[config.mk]
export PLATFORM = sky130hd
export DESIGN_NAME = bus_arbiter
export DESIGN_NICKNAME = d
export VERILOG_FILES = /design/src/rtl/bus_arbiter_pkg.sv /design/src/rtl/bus_arbiter_rr_pick2.sv /design/src/rtl/bus_arbiter.sv
export SDC_FILE = /design/constraint.sdc
export NUM_CORES = 1
export LEC_CHECK = 0
export CORE_ASPECT_RATIO = 1.1
export CORE_MARGIN = 2
export CORE_UTILIZATION = 32
export CTS_BUF_LIST = sky130_fd_sc_hd__clkbuf_4 sky130_fd_sc_hd__clkbuf_8 sky130_fd_sc_hd__clkbuf_16
export CTS_CLUSTER_DIAMETER = 100
export DETAILED_ROUTE_END_ITERATION = 10
export DONT_BUFFER_PORTS = 1
export MAX_ROUTING_LAYER = met4
export PLACE_DENSITY = 0.58
export SYNTH_ARGS = -nofsm -noshare
export SYNTH_HDL_FRONTEND = slang
export SYNTH_HIERARCHICAL = 1
export SYNTH_SLANG_ARGS = --single-unit
export TNS_END_PERCENT = 10
[constraint.sdc]
create_clock -name cpu_clk -period 2.2 [get_ports cpu_clk]
set_input_delay 0.33 -clock cpu_clk [delete_from_list [all_inputs] [get_ports cpu_clk]]
set_output_delay 0.33 -clock cpu_clk [all_outputs]
set_load 0.01 [all_outputs]
[src/rtl/bus_arbiter_pkg.sv]
// Shared constants for the CPU bus arbiter: FSM encodings, default error data
// and the payload captured from the winning master.
package bus_arbiter_pkg;

  localparam logic [1:0] ST_IDLE = 2'd0;
  localparam logic [1:0] ST_BUSY = 2'd1;
  localparam logic [1:0] ST_DONE = 2'd2;

  localparam logic [31:0] ERR_DATA_DEFAULT = 32'hFFFF_FFFF;

  typedef struct packed {
    logic        wen;
    logic [31:0] addr;
    logic [31:0] wdata;
  } bus_req_t;

endpackage

[src/rtl/bus_arbiter_rr_pick2.sv]
// Two-way round-robin pick: turns two requests plus the preference bit into a
// one-hot winner (bit 0 = m0, bit 1 = m1).
module rr_pick2
  import bus_arbiter_pkg::*;
(
  input  logic [1:0] req,
  input  logic       rr,
  output logic [1:0] pick
);

  // A lone requester always wins; on a tie the master named by rr wins
  always_comb begin
    if (req == 2'b11) begin
      pick = rr ? 2'b10 : 2'b01;
    end else begin
      pick = req;
    end
  end

endmodule

[src/rtl/bus_arbiter.sv]
// Two-master CPU bus arbiter: latches the winner's request, runs one bridge
// transaction with a bounded wait, then pulses done/err back to that master.
module bus_arbiter
  import bus_arbiter_pkg::*;
#(
  parameter int unsigned WAIT_MAX = 15,
  parameter logic [31:0] ERR_DATA = ERR_DATA_DEFAULT
) (
  input  logic        cpu_clk,
  input  logic        cpu_rst,
  input  logic        m0_req,
  input  logic        m0_wen,
  input  logic [31:0] m0_addr,
  input  logic [31:0] m0_wdata,
  input  logic        m1_req,
  input  logic        m1_wen,
  input  logic [31:0] m1_addr,
  input  logic [31:0] m1_wdata,
  output logic        m0_gnt,
  output logic        m0_done,
  output logic        m0_err,
  output logic [31:0] m0_rdata,
  output logic        m1_gnt,
  output logic        m1_done,
  output logic        m1_err,
  output logic [31:0] m1_rdata,
  output logic [31:0] Bus_addr,
  output logic        Bus_wen,
  output logic [31:0] Bus_wdata,
  output logic        bus_vld,
  input  logic [31:0] Bus_rdata,
  input  logic        bus_ack
);

  localparam int unsigned CNT_W = (WAIT_MAX < 2) ? 1 : $clog2(WAIT_MAX + 1);

  logic [1:0]       state_r;
  logic [1:0]       state_next_s;
  logic             rr_r;
  logic             owner_r;
  logic             owner_next_s;
  logic [1:0]       pick_s;
  bus_req_t         pay_r;
  bus_req_t         pay_next_s;
  bus_req_t         m0_pay_s;
  bus_req_t         m1_pay_s;
  logic [CNT_W-1:0] cnt_r;
  logic [CNT_W-1:0] cnt_inc_s;
  logic             timeout_s;
  logic             busy_next_s;
  logic             done_next_s;
  logic [31:0]      rdata_next_s;
  logic [1:0]       gnt_r;
  logic [1:0]       done_r;
  logic [1:0]       err_r;
  logic [31:0]      m0_rdata_r;
  logic [31:0]      m1_rdata_r;
  logic [31:0]      bus_addr_r;
  logic [31:0]      bus_wdata_r;
  logic             bus_vld_r;
  logic             bus_wen_r;

  rr_pick2 u_pick (
    .req  ({m1_req, m0_req}),
    .rr   (rr_r),
    .pick (pick_s)
  );

  assign m0_pay_s  = {m0_wen, m0_addr, m0_wdata};
  assign m1_pay_s  = {m1_wen, m1_addr, m1_wdata};
  assign cnt_inc_s = cnt_r + CNT_W'(1);

  // Next state, winner/payload capture and the value to hand back on completion
  always_comb begin
    state_next_s = state_r;
    owner_next_s = owner_r;
    pay_next_s   = pay_r;
    timeout_s    = 1'b0;
    rdata_next_s = 32'h0000_0000;
    case (state_r)
      ST_IDLE: begin
        if (pick_s != 2'b00) begin
          state_next_s = ST_BUSY;
          owner_next_s = pick_s[1];
          pay_next_s   = pick_s[1] ? m1_pay_s : m0_pay_s;
        end else begin
          state_next_s = ST_IDLE;
        end
      end
      ST_BUSY: begin
        // An ack on the last allowed cycle still counts as a normal completion
        if (bus_ack) begin
          state_next_s = ST_DONE;
          rdata_next_s = pay_r.wen ? 32'h0000_0000 : Bus_rdata;
        end else if (cnt_inc_s == CNT_W'(WAIT_MAX)) begin
          state_next_s = ST_DONE;
          timeout_s    = 1'b1;
          rdata_next_s = ERR_DATA;
        end else begin
          state_next_s = ST_BUSY;
        end
      end
      ST_DONE: state_next_s = ST_IDLE;
      default: state_next_s = ST_IDLE;
    endcase
  end

  assign busy_next_s = (state_next_s == ST_BUSY);
  assign done_next_s = (state_next_s == ST_DONE);

  // State, latched request and every output are registered from the next state
  always_ff @(posedge cpu_clk) begin
    if (cpu_rst) begin
      state_r     <= ST_IDLE;
      rr_r        <= 1'b0;
      owner_r     <= 1'b0;
      pay_r       <= '0;
      cnt_r       <= '0;
      bus_vld_r   <= 1'b0;
      bus_wen_r   <= 1'b0;
      bus_addr_r  <= 32'h0000_0000;
      bus_wdata_r <= 32'h0000_0000;
      gnt_r       <= 2'b00;
      done_r      <= 2'b00;
      err_r       <= 2'b00;
      m0_rdata_r  <= 32'h0000_0000;
      m1_rdata_r  <= 32'h0000_0000;
    end else begin
      state_r <= state_next_s;
      owner_r <= owner_next_s;
      pay_r   <= pay_next_s;
      if (state_r == ST_BUSY) begin
        cnt_r <= cnt_inc_s;
      end else begin
        cnt_r <= '0;
      end
      if (state_r == ST_DONE) begin
        rr_r <= ~owner_r;
      end else begin
        rr_r <= rr_r;
      end
      bus_vld_r   <= busy_next_s;
      bus_wen_r   <= busy_next_s & pay_next_s.wen;
      bus_addr_r  <= busy_next_s ? pay_next_s.addr : 32'h0000_0000;
      bus_wdata_r <= busy_next_s ? pay_next_s.wdata : 32'h0000_0000;
      gnt_r       <= {busy_next_s & owner_next_s, busy_next_s & ~owner_next_s};
      done_r      <= {done_next_s & owner_next_s, done_next_s & ~owner_next_s};
      err_r       <= {timeout_s & owner_next_s, timeout_s & ~owner_next_s};
      m0_rdata_r  <= (done_next_s & ~owner_next_s) ? rdata_next_s : 32'h0000_0000;
      m1_rdata_r  <= (done_next_s & owner_next_s) ? rdata_next_s : 32'h0000_0000;
    end
  end

  assign m0_gnt    = gnt_r[0];
  assign m1_gnt    = gnt_r[1];
  assign m0_done   = done_r[0];
  assign m1_done   = done_r[1];
  assign m0_err    = err_r[0];
  assign m1_err    = err_r[1];
  assign m0_rdata  = m0_rdata_r;
  assign m1_rdata  = m1_rdata_r;
  assign bus_vld   = bus_vld_r;
  assign Bus_wen   = bus_wen_r;
  assign Bus_addr  = bus_addr_r;
  assign Bus_wdata = bus_wdata_r;

endmodule

# After elaboration in Yosys (flattened, before gate mapping)
# Cells that the tools add are included.
# word_totals
reg_bits	209
inputBits	167
output_inout_bits	136
elab_cells	60
# classes
n_addsub	1
eq_ne	6
muxes	18
bitwise	13
n_reduce_logical	6
# ops
op	n
$mux 65	3
$mux 32	4
$mux 2	4
$reduce_or 2->1	4
$and 1x1->1	7
$eq 2x2->1 const B	3
$mux 1	6
$not 1->1	6
$add 4x1->4 const B	1
$eq 2x1->1 const B	2
$eq 4x4->1 const B	1
$pmux 2 s2	1
$logic_not 2->1	1
$reduce_bool 2->1	1

# Depth between registers and ports, before layout
# depth
depth_word	9
depth_mapped	9
ltp_nobuf	6

# Hierarchy
# Netlist, hierarchy kept.
# by_module_without_submodules
module	n_inst	cells_per_inst	area_each_um2	seq_area_each_um2
bus_arbiter	1	822	7372.1	4184.0
rr_pick2	1	3	18.8	0.0

# Least setup slack after synthesis
# OpenSTA, ideal clock, no wires.
# synth_path
path_type	register to register
start	register cnt_r[0]
end	register bus_addr_r[0] (netlist: Bus_addr[0])
setup_ns	0.068
arrival_time_ns	1.784
required_time_ns	2.132
path_slack_ns	0.348
stages_incl_launch_ff	9
path_buffers	2
period_less_slack_ns	1.852
cell_sequence	dfxtp_1 inv_1 ha_1 or4b_1 o31ai_2 buf_4 clkbuf_4 o21ai_1 a21oi_2
# synth_via
elab_chain_len	8
# synth_lines
item	line	source
start, declared	bus_arbiter.sv:47	logic [CNT_W-1:0] cnt_r;
start signal, assigned	bus_arbiter.sv:133	cnt_r <= cnt_inc_s;
$add 4x1->4	bus_arbiter.sv:71	assign cnt_inc_s = cnt_r + CNT_W'(1);
named net cnt_inc_s[0]	bus_arbiter.sv:48	logic [CNT_W-1:0] cnt_inc_s;
$eq 4x4->1	bus_arbiter.sv:95	end else if (cnt_inc_s == CNT_W'(WAIT_MAX)) begin
$mux 2	bus_arbiter.sv:95	
$mux 2	bus_arbiter.sv:92	if (bus_ack) begin
$pmux 2 s2	bus_arbiter.sv:80	case (state_r)
$eq 2x1->1	bus_arbiter.sv:108	assign busy_next_s = (state_next_s == ST_BUSY);
$not 1->1 (no source line)	-	
$reduce_or 2->1 (no source line)	-	
end signal, assigned	bus_arbiter.sv:144	bus_addr_r <= busy_next_s ? pay_next_s.addr : 32'h0000_0000;
end, declared	bus_arbiter.sv:58	logic [31:0] bus_addr_r;
# The timed path passes the listed nets, and every way through them passes these cells.
# A chain may end at the register's enable or synchronous reset.

# Final worst setup path
# layout_path
start	register rr_r
end	register pay_r[25] (netlist bit)
# layout_via
elab_chain_len	5
word_cells_on_any_way	6
cone_classes	mux (5); reduce/logical (1)
# layout_lines
item	line	source
start, declared	bus_arbiter.sv:39	logic rr_r;
start signal, assigned	bus_arbiter.sv:138	rr_r <= ~owner_r;
start signal, assigned	bus_arbiter.sv:140	rr_r <= rr_r;
$mux 2 *	bus_arbiter_rr_pick2.sv:14	pick = rr ? 2'b10 : 2'b01;
$mux 2 *	bus_arbiter_rr_pick2.sv:13	if (req == 2'b11) begin
named net pick_s[1]	bus_arbiter.sv:42	logic [1:0] pick_s;
$mux 65 / $reduce_bool 2->1 (equally long branches)	bus_arbiter.sv:85, bus_arbiter.sv:82	
$mux 65 *	bus_arbiter.sv:82	if (pick_s != 2'b00) begin
$mux 65 *	bus_arbiter.sv:80	
end signal, assigned	bus_arbiter.sv:131	pay_r <= pay_next_s;
end, declared	bus_arbiter.sv:43	bus_req_t pay_r;
# The timed path passes the listed nets; every way through them passes the cells marked *.

==> impl_results.md <==
- CP peak stage delay: 550 ps
- Crit Path Class: flop to flop
- Pwr per Cell Area: 974 nW/µm²
- TritonRoute pass-1 iters: 6
- Routability congestion estimate: 0.726
- Most common cell after layout, fill and taps aside: dfxtp_1
- Post-synthesis sequential area ratio: 56.6%
- Slowest CP cell: dlygate4sd3_1
- Layout cells sized above 1: 9.61%
- Syn Area/Cell: 8.96 µm²
- Finished Cell Area: 9360 µm²
- Clk_lat worst skew: 520 ps
- Clk sinks: 209
- Cell Area, Synth: ~7400 µm²
- Placement Setup Slack: -34.8 ps
- Max-slew headroom: 30.6%
- Final worst setup slack: slightly below 50 ps
- TritonCTS Buffers: 23
- Max clock buf depth: 3
- Hold_ws: -110 ps
- Pin count of the biggest net entering global routing: 137
- Worst path top cell family by delay: buffers and inverters
- Wire per inst: about 17 µm
- Post-Place Cells: 1,075
- Crit path DAT: ~2600 ps
- Final setup fails: 0
- Worst min path class: primary input to flop
- Worst Path Buf+Inv: 3
- Vias per cell: 5.12
- Boundary Pins: around 300
- Area delta synth->final: 26.7%
- CP max FO: 65
- Remaining routing DRC violations: 0
- Clock skew: 26.8 ps
- Beginning of the critical path: rr_r
- Synth Instances: 825
- Worst setup EP type: flop
- Status: complete, but fails checks
- CTS tree: done
- DP Area: 7780 µm²
- RSZ-0062 raised after global routing: true
- Root buf cell: clkbuf_16
- Final hold violations: 81
- Antenna fix cells: 0
- First-pass GRT wire length: around 30 mm
- Maximum operating frequency: 465 MHz
- I/O Buffers: 0
- Final WL: 20.8 mm
- Period utilization: between 90% and 100%
- Initial antenna violation count: 0
- Fin crit period: 2150 ps
- Max_cap viols: 0
- Syn Nets: 994
- Core area: 22,800 µm²
- Fin nets: 1,047
- Yosys Warn Count: 6
- Worst slew pin tran: about 1000 ps
- Starting Density: 32.4%
- Die width: 149 µm
- Worst r2r src: rr_r
- Clock Pin Slew Worst Setup and Hold Paths: 60 ps
- Cell Rows: 58
- Vias after detailed routing: 6,115
- Netlist cell types: 41
- Most frequent cells in the layout: 208 x dfxtp_1, 197 x a21oi_1, 164 x nand2_1, 76 x dlygate4sd3_1, 65 x a22o_1
- Final std cells w/o fill: 1,195
- Lkg Pwr: about 3.6 nW
- H-tree depth: 1
- Number of synthesized register bits: 209
- Failing checks: negative hold slack
- Total GRT Usage: 15.9%
- CP startpoint kind: flop
- Hold Startpoint: cpu_rst
- Total negative slack: 0 ps
- Total congestion overflow: 0
- Crit-path cells: inv_1, a21boi_4, nor2b_4, buf_12, a22o_1, nand2_1, a21oi_1, dlygate4sd3_1
- DR iter-0 viols: 177
- Full die area: about 24,000 µm²
- DPL Wire Length: 12.8 mm
- Die Height: between 150 and 200 µm
- Critical path data required time: 2600 ps
- Vias in the first global route: between 5,000 and 6,000
- Post-DRT Antenna Nets: 0
- Max-slew violation count: 0
- Peak VDD IR: 0.000668 V
[report_power, final]
group          internal, mW  switching [mW]  leakage [nW]
logic                 0.445           0.539          1.53
registers              4.02           0.174          1.71
clock network          2.38            1.55         0.395
[sequential cells by signal (all words and copies together) (netlist names)]
name and cells:
Bus_wdata 32, pay_r 65, state_r 2, err_r 2, m1_rdata 32, rr_r 1
bus_vld 1, owner_r 1, Bus_wen 1, gnt_r 2, cnt_r 4, done_r 2
Bus_addr 32, m0_rdata 32
[layer usage]
layer	GRT usage (%)	share of wire [%]
met5	-	0
met4	5.19	2.3
met3	4.30	8.1
met2	26.7	48
met1	18.5	42
[cell usage after synthesis]
cell type | number | share of area, %
nor2b_1 | 3 | 0.25
and4b_1 | 1 | 0.14
buf_6 | 5 | 0.76
clkbuf_4 | 4 | 0.41
a21boi_1 | 2 | 0.20
or3b_4 | 1 | 0.15
a21oi_2 | 3 | 0.36
or3b_1 | 1 | 0.12
inv_1 | 6 | 0.30
nor3_1 | 1 | 0.068
clkbuf_2 | 2 | 0.14
dfxtp_1 | 209 | 57
buf_1 | 2 | 0.10
ha_1 | 2 | 0.34
and3b_1 | 1 | 0.12
o211a_1 | 1 | 0.14
nand3_1 | 1 | 0.068
xor2_1 | 1 | 0.12
or3b_2 | 1 | 0.12
buf_4 | 1 | 0.10
a211oi_1 | 1 | 0.10
o31ai_2 | 1 | 0.17
nand2_1 | 164 | 8.3
or2_1 | 1 | 0.085
and2_1 | 2 | 0.17
a2111oi_4 | 1 | 0.37
or2_2 | 1 | 0.085
or4b_1 | 1 | 0.14
and2b_2 | 1 | 0.12
a21oi_1 | 197 | 13
o21ai_1 | 25 | 1.7
a21boi_0 | 2 | 0.20
a22o_1 | 65 | 7.7
xnor2_1 | 1 | 0.12
o211ai_2 | 1 | 0.17
a22oi_1 | 1 | 0.10
o21ai_0 | 42 | 2.8
clkbuf_1 | 58 | 2.9
nor2_1 | 8 | 0.41
buf_2 | 3 | 0.20
nor3b_1 | 1 | 0.10
[cells by family (layout without fill, tap and decap cells)]
logic type / count (synthesis) / count (layout) / share of synthesized area [%]
AND/OR/NAND/NOR: 189 / 189 / 10.5
XOR/XNOR: 2 / 2 / 0.237
buffers and inverters: 81 / 150 / 4.96
flip-flops: 209 / 209 / 56.6
adder cells (fa/ha/maj): 2 / 2 / 0.339
AO/OA/AOI/OAI: 342 / 343 / 27.4
[area by class of cell]
class                   instances  area (µm²)
fillers                      2264       13400
repair buffers                102        1080
clock buffers                  32         674
flip-flops and latches        209        4190
well taps                     300         375
multi-input cells             536        2910
clock inverters                10         114
inverters                       6        22.5
[what timing repair did]
item                                   4_1_cts  5_1_grt
setup endpoints to repair                   25       17
setup buffers                                0        1
gates resized for setup                      0        4
gates cloned                                 1        0
pin swaps                                    1        1
hold buffers                                32       44
endpoints found under the hold margin      174      125
[metrics by stage]
step           power (mW)  util, %
2_1_floorplan        4.85        -
3_3_place_gp         5.09     34.1
3_5_place_dp         5.10     34.1
4_1_cts              9.12     39.1
5_1_grt              9.51     41.1
6_report             9.11     41.1
[path summary, 6_finish.rpt]
path / to / slack, ps / cells after the start
worst max-delay path: pay_r[25] / 50 / 8
worst min-delay path: Bus_addr[20] / -110 / 1
worst max register to register: pay_r[25] / 50 / 8
worst min register to register: cnt_r[0] / 440 / 1
Note: power is estimated with default switching activity, not from simulation.
